**config.mk**
```make
export PLATFORM = sky130hd
export DESIGN_NAME = id_branch_unit
export DESIGN_NICKNAME = d
export VERILOG_FILES = /design/src/rtl/id_branch_unit_pkg.sv /design/src/rtl/id_branch_unit_cmp.sv /design/src/rtl/id_branch_unit.sv
export SDC_FILE = /design/constraint.sdc
export NUM_CORES = 1
export LEC_CHECK = 0
export ABC_AREA = 1
export CORE_AREA = 2 2 172 174
export DETAILED_ROUTE_END_ITERATION = 10
export DIE_AREA = 0 0 174 176
export PLACE_DENSITY = 0.58
export RECOVER_POWER = 25
export SYNTH_ARGS = -nofsm -noshare
export SYNTH_HDL_FRONTEND = slang
export SYNTH_SLANG_ARGS = --single-unit
```
**constraint.sdc**
```tcl
create_clock -name clk -period 5.65 [get_ports clk]
set_input_delay 0.565 -clock clk [delete_from_list [all_inputs] [get_ports clk]]
set_output_delay 0.565 -clock clk [all_outputs]
set_load 0.1 [all_outputs]
```
**src/rtl/id_branch_unit_pkg.sv**
```systemverilog
// ============================================================================
// Module : rv32i_types
// Brief  : Shared RV32I decode types: opcodes, mux selects, control word.
// Rev    : 1.0  initial release
// ============================================================================
`default_nettype none

package rv32i_types;

    typedef enum logic [6:0] {
        op_lui   = 7'b0110111,
        op_auipc = 7'b0010111,
        op_jal   = 7'b1101111,
        op_jalr  = 7'b1100111,
        op_br    = 7'b1100011,
        op_load  = 7'b0000011,
        op_store = 7'b0100011,
        op_imm   = 7'b0010011,
        op_reg   = 7'b0110011,
        op_csr   = 7'b1110011
    } rv32i_opcode;

    typedef enum logic [2:0] {
        beq  = 3'b000,
        bne  = 3'b001,
        blt  = 3'b100,
        bge  = 3'b101,
        bltu = 3'b110,
        bgeu = 3'b111
    } branch_funct3_t;

    typedef enum logic [2:0] {
        alu_add = 3'b000,
        alu_sll = 3'b001,
        alu_sra = 3'b010,
        alu_sub = 3'b011,
        alu_xor = 3'b100,
        alu_srl = 3'b101,
        alu_or  = 3'b110,
        alu_and = 3'b111
    } alu_ops;

    typedef enum logic [1:0] {
        pcmux_pc_plus4 = 2'd0,
        pcmux_alu_out  = 2'd1,
        pcmux_alu_mod2 = 2'd2
    } pcmux_sel_t;

    typedef enum logic {
        alumux1_rs1_out = 1'b0,
        alumux1_pc_out  = 1'b1
    } alumux1_sel_t;

    typedef enum logic [2:0] {
        alumux2_i_imm   = 3'd0,
        alumux2_u_imm   = 3'd1,
        alumux2_b_imm   = 3'd2,
        alumux2_s_imm   = 3'd3,
        alumux2_j_imm   = 3'd4,
        alumux2_rs2_out = 3'd5
    } alumux2_sel_t;

    typedef enum logic {
        cmpmux_rs2_out = 1'b0,
        cmpmux_i_imm   = 1'b1
    } cmpmux_sel_t;

    typedef enum logic [3:0] {
        regfilemux_alu_out  = 4'd0,
        regfilemux_br_en    = 4'd1,
        regfilemux_u_imm    = 4'd2,
        regfilemux_lw       = 4'd3,
        regfilemux_pc_plus4 = 4'd4,
        regfilemux_lb       = 4'd5,
        regfilemux_lbu      = 4'd6,
        regfilemux_lh       = 4'd7,
        regfilemux_lhu      = 4'd8
    } regfilemux_sel_t;

    typedef struct packed {
        rv32i_opcode     opcode;
        alu_ops          aluop;
        branch_funct3_t  cmpop;
        alumux1_sel_t    alumux1_sel;
        alumux2_sel_t    alumux2_sel;
        cmpmux_sel_t     cmpmux_sel;
        regfilemux_sel_t regfilemux_sel;
        pcmux_sel_t      pcmux_sel;
        logic            load_regfile;
        logic            mem_read;
        logic            mem_write;
        logic [3:0]      mem_byte_en;
    } rv32i_control_word;

    // funct3 encodings for loads, stores and the arithmetic group
    localparam logic [2:0] F3_LB   = 3'b000;
    localparam logic [2:0] F3_LH   = 3'b001;
    localparam logic [2:0] F3_LW   = 3'b010;
    localparam logic [2:0] F3_LBU  = 3'b100;
    localparam logic [2:0] F3_LHU  = 3'b101;
    localparam logic [2:0] F3_SB   = 3'b000;
    localparam logic [2:0] F3_SH   = 3'b001;
    localparam logic [2:0] F3_SW   = 3'b010;
    localparam logic [2:0] F3_ADD  = 3'b000;
    localparam logic [2:0] F3_SLT  = 3'b010;
    localparam logic [2:0] F3_SLTU = 3'b011;
    localparam logic [2:0] F3_SR   = 3'b101;

endpackage

`default_nettype wire

```
**src/rtl/id_branch_unit_cmp.sv**
```systemverilog
// ============================================================================
// Module : id_cmp
// Brief  : Branch / set-less-than comparator for the decode stage.
// Rev    : 1.0  initial release
// ============================================================================
`default_nettype none

module id_cmp
    import rv32i_types::*;
#(
    parameter int WIDTH = 32
) (
    input  branch_funct3_t   cmpop,
    input  logic [WIDTH-1:0] a,
    input  logic [WIDTH-1:0] b,
    output logic             br_en
);

    always_comb begin
        br_en = 1'b0;
        case (cmpop)
            beq:     br_en = (a == b);
            bne:     br_en = (a != b);
            blt:     br_en = ($signed(a) <  $signed(b));
            bge:     br_en = ($signed(a) >= $signed(b));
            bltu:    br_en = (a <  b);
            bgeu:    br_en = (a >= b);
            default: br_en = 1'b0;
        endcase
    end

endmodule

`default_nettype wire

```
**src/rtl/id_branch_unit.sv**
```systemverilog
// ============================================================================
// Module : id_branch_unit
// Brief  : ID-stage decode, branch/jump resolution, flush and halt detection.
// Rev    : 1.0  initial release
// ============================================================================
`default_nettype none

module id_branch_unit
    import rv32i_types::*;
#(
    parameter int WIDTH = 32
) (
    input  logic              clk,
    input  logic              rst,
    input  logic [31:0]       instr_i,
    input  logic [WIDTH-1:0]  pc_i,
    input  logic [WIDTH-1:0]  rs1_val_i,
    input  logic [WIDTH-1:0]  rs2_val_i,
    input  logic              bubble_i,
    input  logic              br_pred_i,
    output rv32i_control_word ctrl_o,
    output logic              br_en_o,
    output logic [WIDTH-1:0]  branch_pc_o,
    output pcmux_sel_t        pcmux_sel_o,
    output logic              flush_o,
    output logic              halt_o
);

    rv32i_opcode       opcode;
    logic [2:0]        funct3;
    logic              funct7_5;
    logic [WIDTH-1:0]  i_imm, s_imm, b_imm, u_imm, j_imm;
    rv32i_control_word decoded;
    logic [WIDTH-1:0]  cmp_b;
    logic              br_en;
    logic [WIDTH-1:0]  pc_plus4;
    logic [WIDTH-1:0]  jalr_sum;
    logic              halt_cond;

    assign opcode   = rv32i_opcode'(instr_i[6:0]);
    assign funct3   = instr_i[14:12];
    assign funct7_5 = instr_i[30];

    // Size casts of signed operands sign-extend to the datapath width
    assign i_imm = WIDTH'($signed(instr_i[31:20]));
    assign s_imm = WIDTH'($signed({instr_i[31:25], instr_i[11:7]}));
    assign b_imm = WIDTH'($signed({instr_i[31], instr_i[7], instr_i[30:25],
                                   instr_i[11:8], 1'b0}));
    assign u_imm = WIDTH'($signed({instr_i[31:12], 12'h000}));
    assign j_imm = WIDTH'($signed({instr_i[31], instr_i[19:12], instr_i[20],
                                   instr_i[30:21], 1'b0}));

    always_comb begin
        decoded        = '0;
        decoded.opcode = opcode;
        decoded.aluop  = alu_add;
        case (opcode)
            op_lui: begin
                decoded.load_regfile   = 1'b1;
                decoded.regfilemux_sel = regfilemux_u_imm;
            end
            op_auipc: begin
                decoded.alumux1_sel    = alumux1_pc_out;
                decoded.alumux2_sel    = alumux2_u_imm;
                decoded.regfilemux_sel = regfilemux_alu_out;
                decoded.load_regfile   = 1'b1;
            end
            op_jal: begin
                decoded.alumux1_sel    = alumux1_pc_out;
                decoded.alumux2_sel    = alumux2_j_imm;
                decoded.pcmux_sel      = pcmux_alu_out;
                decoded.regfilemux_sel = regfilemux_pc_plus4;
                decoded.load_regfile   = 1'b1;
            end
            op_jalr: begin
                decoded.alumux1_sel    = alumux1_rs1_out;
                decoded.alumux2_sel    = alumux2_i_imm;
                decoded.pcmux_sel      = pcmux_alu_mod2;
                decoded.regfilemux_sel = regfilemux_pc_plus4;
                decoded.load_regfile   = 1'b1;
            end
            op_br: begin
                decoded.alumux1_sel = alumux1_pc_out;
                decoded.alumux2_sel = alumux2_b_imm;
                decoded.cmpop       = branch_funct3_t'(funct3);
                decoded.cmpmux_sel  = cmpmux_rs2_out;
            end
            op_load: begin
                decoded.alumux1_sel  = alumux1_rs1_out;
                decoded.alumux2_sel  = alumux2_i_imm;
                decoded.mem_read     = 1'b1;
                decoded.load_regfile = 1'b1;
                case (funct3)
                    F3_LB:   decoded.regfilemux_sel = regfilemux_lb;
                    F3_LH:   decoded.regfilemux_sel = regfilemux_lh;
                    F3_LW:   decoded.regfilemux_sel = regfilemux_lw;
                    F3_LBU:  decoded.regfilemux_sel = regfilemux_lbu;
                    F3_LHU:  decoded.regfilemux_sel = regfilemux_lhu;
                    default: decoded.regfilemux_sel = regfilemux_alu_out;
                endcase
            end
            op_store: begin
                decoded.alumux1_sel = alumux1_rs1_out;
                decoded.alumux2_sel = alumux2_s_imm;
                decoded.mem_write   = 1'b1;
                case (funct3)
                    F3_SB:   decoded.mem_byte_en = 4'b0001;
                    F3_SH:   decoded.mem_byte_en = 4'b0011;
                    F3_SW:   decoded.mem_byte_en = 4'b1111;
                    default: decoded.mem_byte_en = 4'b0000;
                endcase
            end
            op_imm: begin
                decoded.alumux2_sel  = alumux2_i_imm;
                decoded.aluop        = alu_ops'(funct3);
                decoded.load_regfile = 1'b1;
                case (funct3)
                    F3_SLT, F3_SLTU: begin
                        decoded.cmpop          = (funct3 == F3_SLT) ? blt : bltu;
                        decoded.cmpmux_sel     = cmpmux_i_imm;
                        decoded.regfilemux_sel = regfilemux_br_en;
                    end
                    F3_SR:   decoded.aluop = funct7_5 ? alu_sra : alu_srl;
                    default: ;
                endcase
            end
            op_reg: begin
                decoded.alumux2_sel  = alumux2_rs2_out;
                decoded.aluop        = alu_ops'(funct3);
                decoded.load_regfile = 1'b1;
                case (funct3)
                    F3_ADD:  decoded.aluop = funct7_5 ? alu_sub : alu_add;
                    F3_SR:   decoded.aluop = funct7_5 ? alu_sra : alu_srl;
                    F3_SLT, F3_SLTU: begin
                        decoded.cmpop          = (funct3 == F3_SLT) ? blt : bltu;
                        decoded.cmpmux_sel     = cmpmux_rs2_out;
                        decoded.regfilemux_sel = regfilemux_br_en;
                    end
                    default: ;
                endcase
            end
            default: ;
        endcase
    end

    // A bubble keeps ALU/compare fields but kills every architectural side effect
    always_comb begin
        ctrl_o = decoded;
        if (bubble_i) begin
            ctrl_o.opcode         = op_csr;
            ctrl_o.load_regfile   = 1'b0;
            ctrl_o.mem_read       = 1'b0;
            ctrl_o.mem_write      = 1'b0;
            ctrl_o.mem_byte_en    = 4'b0000;
            ctrl_o.pcmux_sel      = pcmux_pc_plus4;
            ctrl_o.alumux1_sel    = alumux1_rs1_out;
            ctrl_o.alumux2_sel    = alumux2_rs2_out;
            ctrl_o.regfilemux_sel = regfilemux_alu_out;
        end
    end

    assign cmp_b = (decoded.cmpmux_sel == cmpmux_i_imm) ? i_imm : rs2_val_i;

    id_cmp #(
        .WIDTH (WIDTH)
    ) u_cmp (
        .cmpop (decoded.cmpop),
        .a     (rs1_val_i),
        .b     (cmp_b),
        .br_en (br_en)
    );

    assign br_en_o  = br_en;
    assign pc_plus4 = pc_i + WIDTH'(4);
    assign jalr_sum = rs1_val_i + i_imm;

    always_comb begin
        branch_pc_o = pc_plus4;
        pcmux_sel_o = pcmux_pc_plus4;
        case (decoded.opcode)
            op_br: begin
                if (br_en) begin
                    branch_pc_o = pc_i + b_imm;
                    pcmux_sel_o = pcmux_alu_out;
                end
            end
            op_jal: begin
                branch_pc_o = pc_i + j_imm;
                pcmux_sel_o = pcmux_alu_out;
            end
            op_jalr: begin
                branch_pc_o = {jalr_sum[WIDTH-1:1], 1'b0};
                pcmux_sel_o = pcmux_alu_mod2;
            end
            default: ;
        endcase
    end

    // Uses the post-bubble opcode so a stalled instruction never flushes
    always_comb begin
        flush_o = 1'b0;
        case (ctrl_o.opcode)
            op_br:           flush_o = (br_en != br_pred_i);
            op_jal, op_jalr: flush_o = ~br_pred_i;
            default:         flush_o = 1'b0;
        endcase
    end

    assign halt_cond = (decoded.opcode == op_br) && br_en &&
                       (branch_pc_o == pc_i) && !bubble_i;

    always_ff @(posedge clk or posedge rst) begin
        if (rst) begin
            halt_o <= 1'b0;
        end else if (halt_cond) begin
            halt_o <= 1'b1;
        end
    end

endmodule

`default_nettype wire

```
After elaboration in Yosys (flattened, before gate mapping)
Cells that the tools add are included.
{"block": "word_totals", "in_bits": 132, "elab_cells": 78, "out_inout_bits": 68, "ff_bits": 1}
{"block": "classes", "reduce_logical": 12, "bitwise": 1, "n_lt_le_gt_ge": 4, "n_eq_ne": 26, "n_mux": 30, "addsub": 4}
{"cell": "$add 32x32->32", "n": 3}
{"cell": "$pmux 32 s3", "n": 1}
{"cell": "$eq 32x32->1", "n": 2}
{"cell": "$ge 32x32->1", "n": 2}
{"cell": "$lt 32x32->1", "n": 2}
{"cell": "$mux 32", "n": 2}
{"cell": "$eq 7x7->1 const B", "n": 6}
{"cell": "$pmux 4 s5", "n": 2}
{"cell": "$add 32x3->32 const B", "n": 1}
{"cell": "$ne 32x32->1", "n": 1}
{"cell": "$eq 7x6->1 const B", "n": 3}
{"cell": "$eq 3x3->1 const B", "n": 6}
{"cell": "$pmux 3 s2", "n": 3}
{"cell": "$pmux 3 s5", "n": 1}
{"cell": "$eq 7x5->1 const B", "n": 2}
{"cell": "$mux 13", "n": 1}
{"cell": "$pmux 4 s3", "n": 1}
{"cell": "$mux 5", "n": 2}
{"cell": "$mux 3", "n": 3}
{"cell": "$reduce_or 2->1", "n": 4}
{"cell": "$eq 7x2->1 const B", "n": 1}
{"cell": "$mux 7", "n": 1}
{"cell": "$reduce_or 7->1", "n": 1}
{"cell": "$eq 3x1->1 const B", "n": 2}
{"cell": "14 further kinds", "n": 24}

Depth between registers and ports, before layout
Gate-level depths: netlist of the first run.
{"block": "logic_depth", "word_depth": 12, "ltp_mapped": 35, "depth_no_buf": 34}

By module
A second synthesis of the first run with hierarchy kept.
{"block": "unflattened", "hier_cells": 2271, "area_unflattened_um2": 10636.5}
{"module": "id_branch_unit", "instances": 1, "cells_each": 2102, "seq_area_each_um2": 25.0, "area_per_inst_um2": 9645.5}
{"module": "id_cmp", "instances": 1, "cells_each": 169, "seq_area_each_um2": 0.0, "area_per_inst_um2": 991.0}

Worst setup path after synthesis of the first run
No wires, ideal clock.
{"block": "synth_timing", "path_kind": "in2reg", "start": "in instr_i[6]", "end": "reg halt_o", "slack_ns": -0.151, "setup_ns": 0.067, "stages": 31, "n_path_buf": 2, "arrival_time_ns": 5.734, "cell_sequence": "inv_1 nand2_1 nor2_2 nand2_1 nor2_1 clkbuf_1 o21ai_0 ha_1 nand2_1 inv_1 nand2_1 nor2_1 nand2_1 nor2_1 nand2_1 nand3_1 nand2_1 nand3_1 nand2_2 nor2_8 nand2_8 buf_6 o211ai_2 nand3_1 nand2_1 nand2_1 nor2_1 nand3_1 nor2_1 nand2_1 nand2_1"}
{"element": "from (decl)", "line": "id_branch_unit.sv:15", "source": "input logic [31:0] instr_i,"}
{"element": "to (signal assigned)", "line": "id_branch_unit.sv:214", "source": "halt_o <= 1'b0;"}
{"element": "to (signal assigned)", "line": "id_branch_unit.sv:216", "source": "halt_o <= 1'b1;"}
{"element": "to (decl)", "line": "id_branch_unit.sv:26", "source": "output logic halt_o"}

Worst setup path in the final report of the first run
{"block": "layout_timing", "start": "in instr_i[4]", "end": "reg halt_o"}
{"block": "layout_via", "elab_chain_cells": 10}
{"element": "$eq 7x6->1 or $eq 7x5->1 (tied branches)", "line": "id_branch_unit.sv:57", "source": "case (opcode)"}
{"element": "$pmux 1 s2 or $reduce_or 2->1 (tied branches)"}
{"element": "$mux 32 or $pmux 3 s2 (tied branches)", "line": "id_branch_unit.sv:162, id_branch_unit.sv:57"}
{"element": "$ge 32x32->1 (tied with other cells)", "line": "id_branch_unit_cmp.sv:27", "source": "bgeu: br_en = (a >= b);"}
{"element": "$pmux 1 s6", "line": "id_branch_unit_cmp.sv:21", "source": "case (cmpop)"}
{"element": "$mux 32", "line": "id_branch_unit.sv:182", "source": "if (br_en) begin"}
{"element": "$pmux 32 s3", "line": "id_branch_unit.sv:180", "source": "case (decoded.opcode)"}
{"element": "$eq 32x32->1", "line": "id_branch_unit.sv:210", "source": "(branch_pc_o == pc_i) && !bubble_i;"}
{"element": "$logic_and 1x1->1 (*)", "line": "id_branch_unit.sv:209", "source": "assign halt_cond = (decoded.opcode == op_br) && br_en &&"}
{"element": "$logic_and 1x1->1 (*)", "line": "id_branch_unit.sv:210"}
Mark *: on every way between the ends. The rest lies on a longest branch, timed or not.
A chain may end at the register's enable or synchronous reset.

==> results of run 1 <==
[layer usage]
metal / track usage / wire length, um / up-vias / share of wire
met1: 0.310 / 17300 / 5022 / 0.47
met2: 0.388 / 16600 / 350 / 0.45
met5: 0 / 0 / - / 0
met4: 0.0560 / 978 / 0 / 0.026
li1: - / - / 5766 / -
met3: 0.0213 / 2070 / 40 / 0.056
[report_power, final]
group	total, mW	switching, mW	internal, mW
combinational	1.05	0.672	0.382
clock	0	0	0
sequential	0.00729	0	0.00729
[cell usage in the layout (no fill, tap or decap), types with 14 or more instances in the layout]
| cell type | synthesis | final |
|---|---|---|
| a21oi_1 | 142 | 142 |
| nand2_1 | 421 | 420 |
| buf_12 | 0 | 34 |
| clkdlybuf4s50_1 | 0 | 147 |
| nor2_1 | 148 | 148 |
| o21ai_0 | 120 | 120 |
| nand4_1 | 50 | 50 |
| buf_4 | 2 | 14 |
| nor3_1 | 34 | 34 |
| xor2_1 | 44 | 44 |
| a21o_1 | 16 | 16 |
| or2_2 | 20 | 20 |
| ha_1 | 106 | 106 |
| nand3_1 | 131 | 131 |
| inv_1 | 207 | 206 |
[layout make-up]
type                            instances  area, um^2
Fill cell                            3195       17200
Inverter                              214         803
Multi-Input combinational cell       1359        7620
Sequential cell                         1        25.0
Tap cell                              384         480
Timing Repair Buffer                  213        2420
[critical path: cells and delay by family]
kind	cells	cell delay, ps
AOI/OAI and AO/OA	3	460
adders and majority gates	1	300
buffers and inverters	4	970
and+or+nand+nor	21	2860
[path summary, 6_finish.rpt]
kind                                to        from  cells past startpoint
worst min register to register  halt_o      halt_o                      2
worst max register to register  halt_o      halt_o                      2
min in group asynchronous       halt_o         rst                      2
worst max-delay path            halt_o  instr_i[4]                     29
max in group asynchronous       halt_o         rst                      2
worst min-delay path            halt_o      halt_o                      2
[cells by family after synthesis]
logic type	synth area share
buffers and inverters	0.111
flip-flops	0.00293
adder cells (fa/ha/maj)	0.162
AO/OA/AOI/OAI	0.210
multiplexers	0.0129
AND/OR/NAND/NOR	0.443
XOR/XNOR	0.0584
[what timing repair did]
action                                  in CTS  in global routing
buffers inserted                             0                  1
endpoints found under the setup margin       0                 19
endpoints found under the hold margin        0                  0
resized for setup                            0                 10
==> impl_metrics.env, run 1 <==
export IMPL_outcome="finished, final reports clean"
export IMPL_cp_max_fo=21
export IMPL_ys_top_cells_by_count="nand2_1 (421), inv_1 (207), nor2_1 (148)"
export IMPL_synth_edf_count=0
export IMPL_drc=0
export IMPL_routed_wl_um=36900
export IMPL_maxCapViolCount=0
export IMPL_largest_register_ffs=1
export IMPL_avgRoutedWirePerCell_um=17.0
export IMPL_io_buffers=199
export IMPL_io_pins=200
export IMPL_antenna_found_initial=0
export IMPL_hold_violations=0
export IMPL_yosysMostFrequentCell="nand2_1"
export IMPL_worstSetupPathType="in -> reg"
export IMPL_min_period_ps=5250
export IMPL_crit_slowest_cell="clkdlybuf4s50_1"
export IMPL_final_area_um2=11300
export IMPL_synth_area_leaders="nand2_1 (18%), ha_1 (16%), inv_1 (9.1%)"
export IMPL_grt_usage=0.228
export IMPL_synthArstFlopShare=1.00
export IMPL_setup_violations=0
export IMPL_cp_common_cell="nand2_1"
export IMPL_peakVddDrop_mv=0.0440
export IMPL_cp_required_ps=5580
export IMPL_finalMaxSlewViolations=0
export IMPL_die_w_um=174
export IMPL_dpl_worst_slack_ps=247
export IMPL_cp_end_kind="register"
export IMPL_fin_util=0.397
export IMPL_synth_avg_cell_area_um2=5.34
export IMPL_grt_pass1_vias=10700
export IMPL_vias=11200
export IMPL_yosysWarnings=0
export IMPL_place_area_um2=11300
export IMPL_die_area_um2=30600
export IMPL_rsz0062_at_grt="false"
export IMPL_p_leak_nw=5.51
export IMPL_clock_skew_ps=0
export IMPL_grt_pass1_wl_um=56000
export IMPL_start_util=0.300
export IMPL_syn_cell_area_um2=8550
export IMPL_layout_drive_gt1_share=0.0616
export IMPL_grt_ovfl_total=0
export IMPL_ys_ff_latch=1
export IMPL_clk_pin_slew_ps=0
export IMPL_crit_arrival_ps=5190
export IMPL_syn2layout_area_growth_pct=32.7
export IMPL_startpoint_type="primary input"
export IMPL_syn_nets=1843
export IMPL_yosys_most_used_dff="dfrtp_1"
export IMPL_row_count=62
export IMPL_tightest_slew_ps=1250
export IMPL_holdWs_ps=442
export IMPL_reg_top3="halt_o (1)"
export IMPL_yosysTopAreaCell="nand2_1"
export IMPL_fin_total_pwr_mw=1.06
export IMPL_max_slew_margin=0.163
export IMPL_avgViaCountPerCell=5.15
export IMPL_final_nets=2030
export IMPL_hold_path_class="reg -> reg"
export IMPL_fin_cells=2171
export IMPL_gp_congestion=0.986
export IMPL_ys_types=50
export IMPL_detail_route_iter0_violations=792
export IMPL_largest_register="halt_o"
export IMPL_fin_setup_tns_ps=0
export IMPL_ctsHoldBuffers=0
export IMPL_synth_top_area_frac=0.185
export IMPL_critPathMaxStageDelay_ps=580
export IMPL_hpwl_um=31600
export IMPL_clk_latency_ps=0
export IMPL_antenna_left=0
export IMPL_fmax_ghz=0.190
export IMPL_period_share=0.929
export IMPL_syn_inst=1602
export IMPL_p_per_area_nw_per_um2=93.5
export IMPL_ff2ff_setup_slack_ps=5090
export IMPL_grt_max_degree=40
export IMPL_seq_area_frac_synth=0.00293
export IMPL_die_h_um=176
export IMPL_coreArea_um2=28500
export IMPL_setup_ws_ps=399
export IMPL_dr_pass1_iters=6
export IMPL_insertedDiodeCount=0
export IMPL_dp_cells=2169
No activity file was read; power rests on OpenSTA's default activity.
==> run 2: changes to the inputs <==
Settings changed: CELL_PAD_IN_SITES_DETAIL_PLACEMENT from default to 0, CELL_PAD_IN_SITES_GLOBAL_PLACEMENT from default to 1, PLACE_DENSITY 0.58 to 0.8.
==> impl_metrics.env, run 2 (synthesis gave the netlist of run 1 again) <==
export IMPL_outcome="finished, final reports clean"
export IMPL_p_per_area_nw_per_um2=93.4
export IMPL_peakVddDrop_mv=0.0522
export IMPL_fin_setup_tns_ps=0
export IMPL_cp_required_ps=5090
export IMPL_io_buffers=199
export IMPL_antenna_found_initial=2
export IMPL_p_sw_uw=671
export IMPL_final_common_cell="nand2_1"
export IMPL_tightest_slew_ps=1180
export IMPL_grt_pass1_wl_um=56400
export IMPL_fin_total_pwr_mw=1.06
export IMPL_insertedDiodeCount=0
export IMPL_fillerInstances=3210
export IMPL_reg_top3="halt_o (1)"
export IMPL_wl_met3_um=1910
export IMPL_hpwl_um=31100
export IMPL_vias=11200
export IMPL_fin_cells=2173
export IMPL_clk_latency_ps=0
export IMPL_io_pins=200
export IMPL_maxCapViolCount=0
export IMPL_grt_max_degree=45
export IMPL_antenna_left=0
export IMPL_crit_arrival_ps=4660
export IMPL_clk_pin_slew_ps=0
export IMPL_power_share_switching=0.633
export IMPL_clkPwrFrac=0
export IMPL_rsz0062_at_grt="false"
export IMPL_routed_wl_um=36100
export IMPL_max_slew_margin=0.218
export IMPL_seqCellArea_um2=25.0
export IMPL_die_w_um=174
export IMPL_die_h_um=176
export IMPL_grt_usage=0.228
export IMPL_dp_cells=2171
export IMPL_grt_pass1_vias=10600
export IMPL_row_count=62
export IMPL_dr_pass1_iters=5
export IMPL_min_period_ps=5220
export IMPL_dpl_worst_slack_ps=257
export IMPL_start_util=0.300
export IMPL_ctsHoldBuffers=0
export IMPL_gp_congestion=0.937
export IMPL_avgRoutedWirePerCell_um=16.6
export IMPL_largest_register="halt_o"
export IMPL_hold_violations=0
export IMPL_clock_skew_ps=0
export IMPL_final_nets=2032
export IMPL_grt_ovfl_total=0
export IMPL_finalMaxSlewViolations=0
export IMPL_layout_common_cells="nand2_1 (418), inv_1 (206), nor2_1 (148)"
export IMPL_syn2layout_area_growth_pct=32.9
export IMPL_multi_input_area_um2=7610
export IMPL_pwr_share_comb=0.993
export IMPL_setup_violations=0
export IMPL_top_layer="met5"
export IMPL_hold_path_class="reg -> reg"
export IMPL_dr_wl_met2_um=16400
export IMPL_coreArea_um2=28500
export IMPL_cp_end_kind="output pin"
export IMPL_largest_register_ffs=1
export IMPL_seq_power_share=0.007
export IMPL_power_internal_uw=390
export IMPL_fmax_ghz=0.191
export IMPL_period_share=0.925
export IMPL_detail_route_iter0_violations=785
export IMPL_setup_ws_ps=426
export IMPL_avgViaCountPerCell=5.13
export IMPL_die_area_um2=30600
export IMPL_worstSetupPathType="in -> out"
export IMPL_wl_met1_um=16900
export IMPL_p_leak_nw=5.54
export IMPL_drc=0
export IMPL_startpoint_type="primary input"
export IMPL_layout_drive_gt1_share=0.0632
export IMPL_cp_max_fo=22
## run 2: layer usage
layer	global-route usage	vias to the layer above
met1	0.316	4997
li1	-	5774
met3	0.0200	34
met4	0.0427	2
met2	0.388	349
met5	0	-
## run 2: power groups by stage
stage          clock, mW  sequential, mW  combinational [mW]
2_1_floorplan          0         0.00729               0.670
3_3_place_gp           0         0.00729                1.04
3_5_place_dp           0         0.00729                1.05
4_1_cts                0         0.00729                1.05
5_1_grt                0         0.00729                1.16
6_report               0         0.00729                1.05
## run 2: metrics by stage
step	utilization	area (um^2)	hold slack (ps)
5_1_grt	0.398	11400	484
6_report	0.398	11400	460
3_5_place_dp	0.396	11300	465
2_1_floorplan	-	8550	294
3_3_place_gp	0.396	11300	458
4_1_cts	0.396	11300	462
## run 2: final timing paths
check,slack (ps),cells past startpoint,to,from
min in group asynchronous,850,2,halt_o,rst
hold / removal,460,2,halt_o,halt_o
hold reg to reg,460,2,halt_o,halt_o
setup / recovery,430,26,branch_pc_o[3],instr_i[0]
setup reg to reg,5080,2,halt_o,halt_o
max in group asynchronous,4700,2,halt_o,rst
## run 2: layout make-up
| class | count | share of cell area |
|---|---|---|
| Inverter | 214 | 0.0707 |
| Multi-Input combinational cell | 1359 | 0.670 |
| Sequential cell | 1 | 0.00220 |
| Tap cell | 384 | 0.0423 |
| Timing Repair Buffer | 215 | 0.215 |
## run 2: worst max-delay path: stages
cell,delay [ps]
clkdlybuf4s50_1,510
nand2_2,100
nor2_1,100
nand2_1,140
nor2_4,140
nand2_2,110
nor2_1,140
buf_6,190
o21ai_0,100
ha_1,330
a21o_1,190
nor2_1,100
nand2_1,60
a21oi_1,220
nand3_1,160
nand2_1,110
nand3_1,110
nand2_4,170
buf_6,200
nand3_2,200
inv_1,140
nand2_1,60
o211ai_1,110
nand2_1,100
inv_1,120
buf_12,180
## run 2: what timing repair did
item | 4_1_cts | 5_1_grt
endpoints found under the setup margin | 0 | 24
buffers inserted | 0 | 1
gates resized for setup | 0 | 12
==> run 3: changes to the inputs <==
Clock period 5.65 ns to 6.6 ns, I/O delays scaled along.
==> impl_metrics.env, run 3 (synthesis gave the netlist of run 1 again) <==
export IMPL_fin_setup_tns_ps=0
export IMPL_hold_path_class="reg -> reg"
export IMPL_pwr_share_comb=0.993
export IMPL_reg_top3="halt_o (1)"
export IMPL_layout_drive_gt1_share=0.0556
export IMPL_post_cts_buffers=0
export IMPL_layout_common_cells="nand2_1 (421), inv_1 (207), nor2_1 (148)"
export IMPL_die_area_um2=30600
export IMPL_ff2ff_setup_slack_ps=6030
export IMPL_hold_violations=0
export IMPL_row_count=62
export IMPL_setup_ws_ps=638
export IMPL_max_slew_margin=0.329
export IMPL_fmax_ghz=0.168
export IMPL_final_common_cell="nand2_1"
export IMPL_clock_skew_ps=0
export IMPL_p_leak_nw=5.50
export IMPL_routed_wl_um=36200
export IMPL_whs_endpoint="halt_o"
export IMPL_die_w_um=174
export IMPL_startpoint_type="primary input"
export IMPL_antenna_found_initial=0
export IMPL_fin_util=0.395
export IMPL_reg2regPathDepth=2
export IMPL_grt_ovfl_total=0
export IMPL_final_nets=2023
export IMPL_min_period_ps=5960
export IMPL_r2r_start="halt_o"
export IMPL_clk_pin_slew_ps=0
export IMPL_ctsHoldBuffers=0
export IMPL_rsz0062_at_grt="false"
export IMPL_io_pins=200
export IMPL_gp_congestion=0.967
export IMPL_grt_pass1_vias=10800
export IMPL_insertedDiodeCount=0
export IMPL_seq_power_share=0.007
export IMPL_fin_cells=2164
export IMPL_cp_end_kind="output pin"
export IMPL_drc=0
export IMPL_largest_register_ffs=1
export IMPL_cp_max_fo=34
export IMPL_start_util=0.300
export IMPL_timing_rr_end="halt_o"
export IMPL_antenna_left=0
export IMPL_hpwl_um=31500
export IMPL_peakVddDrop_mv=0.0406
export IMPL_setup_violations=0
export IMPL_dr_pass1_iters=6
export IMPL_maxCapViolCount=0
export IMPL_coreArea_um2=28500
export IMPL_grt_pass1_wl_um=57000
export IMPL_grt_max_degree=43
export IMPL_crit_arrival_ps=5300
export IMPL_period_share=0.903
export IMPL_avgViaCountPerCell=5.17
export IMPL_dpl_worst_slack_ps=626
export IMPL_clkPwrFrac=0
export IMPL_vias=11200
export IMPL_p_per_area_nw_per_um2=80.2
export IMPL_tightest_slew_ps=1000
export IMPL_largest_register="halt_o"
export IMPL_holdWs_ps=457
export IMPL_hp_start="halt_o"
export IMPL_finalMaxSlewViolations=0
export IMPL_grt_usage=0.229
export IMPL_die_h_um=176
export IMPL_p_sw_uw=573
export IMPL_dp_cells=2164
export IMPL_avgRoutedWirePerCell_um=16.7
export IMPL_detail_route_iter0_violations=817
export IMPL_syn2layout_area_growth_pct=31.8
export IMPL_clk_latency_ps=0
export IMPL_worstSetupPathType="in -> out"
export IMPL_cp_required_ps=5940
export IMPL_outcome="finished, final reports clean"
export IMPL_power_internal_uw=331
export IMPL_power_share_switching=0.634
export IMPL_hold_depth=2
export IMPL_io_buffers=199
export IMPL_cts_resized=0
==> run 3: worst max-delay path by stage <==
stage	start	end	slack [ps]	cells after the start
5_1_grt	instr_i[13]	branch_pc_o[30]	70	25
3_5_place_dp	instr_i[13]	branch_pc_o[23]	630	26
4_1_cts	instr_i[13]	branch_pc_o[23]	620	26
6_report	instr_i[13]	branch_pc_o[23]	640	23
3_3_place_gp	instr_i[13]	branch_pc_o[23]	720	26
2_1_floorplan	instr_i[6]	halt_o	700	31
==> run 3: stage by stage <==
stage | total power, mW | cell area, um^2
floorplan | 0.580 | 8550
global placement | 0.896 | 11300
detailed placement | 0.898 | 11300
CTS | 0.901 | 11300
global route | 0.991 | 11300
finish | 0.904 | 11300
==> run 3: layout make-up <==
type / count / area [um^2]
fillers: 3214 / 17300
inverters: 214 / 803
multi-input cells: 1358 / 7580
flip-flops and latches: 1 / 25.0
well taps: 384 / 480
repair buffers: 207 / 2390
==> run 3: power by group through the flow <==
stage	registers (mW)	clock network [mW]	logic (mW)
finish	0.00624	0	0.898
global route	0.00624	0	0.985
CTS	0.00624	0	0.895
detailed placement	0.00624	0	0.892
global placement	0.00624	0	0.890
floorplan	0.00624	0	0.574
==> run 3: critical path, cell delays in order <==
cell,delay [ps]
clkdlybuf4s50_1,670
inv_1,210
nor2_1,180
nand3_1,90
buf_4,230
or2_2,440
o21ai_0,150
ha_1,310
a21o_1,190
nor2_1,110
nand2_1,60
a21oi_1,200
nand3_1,160
nand2_1,110
nand3_1,80
nand2_2,380
nand2_8,250
nand2_4,200
or2_1,120
nand2_1,70
nor2_1,140
inv_1,90
buf_12,170
==> run 3: metal layers <==
metal / part of all wire / track usage
met1: 0.47 / 0.319
met2: 0.46 / 0.395
met3: 0.050 / 0.0136
met4: 0.018 / 0.0389
met5: 0 / 0
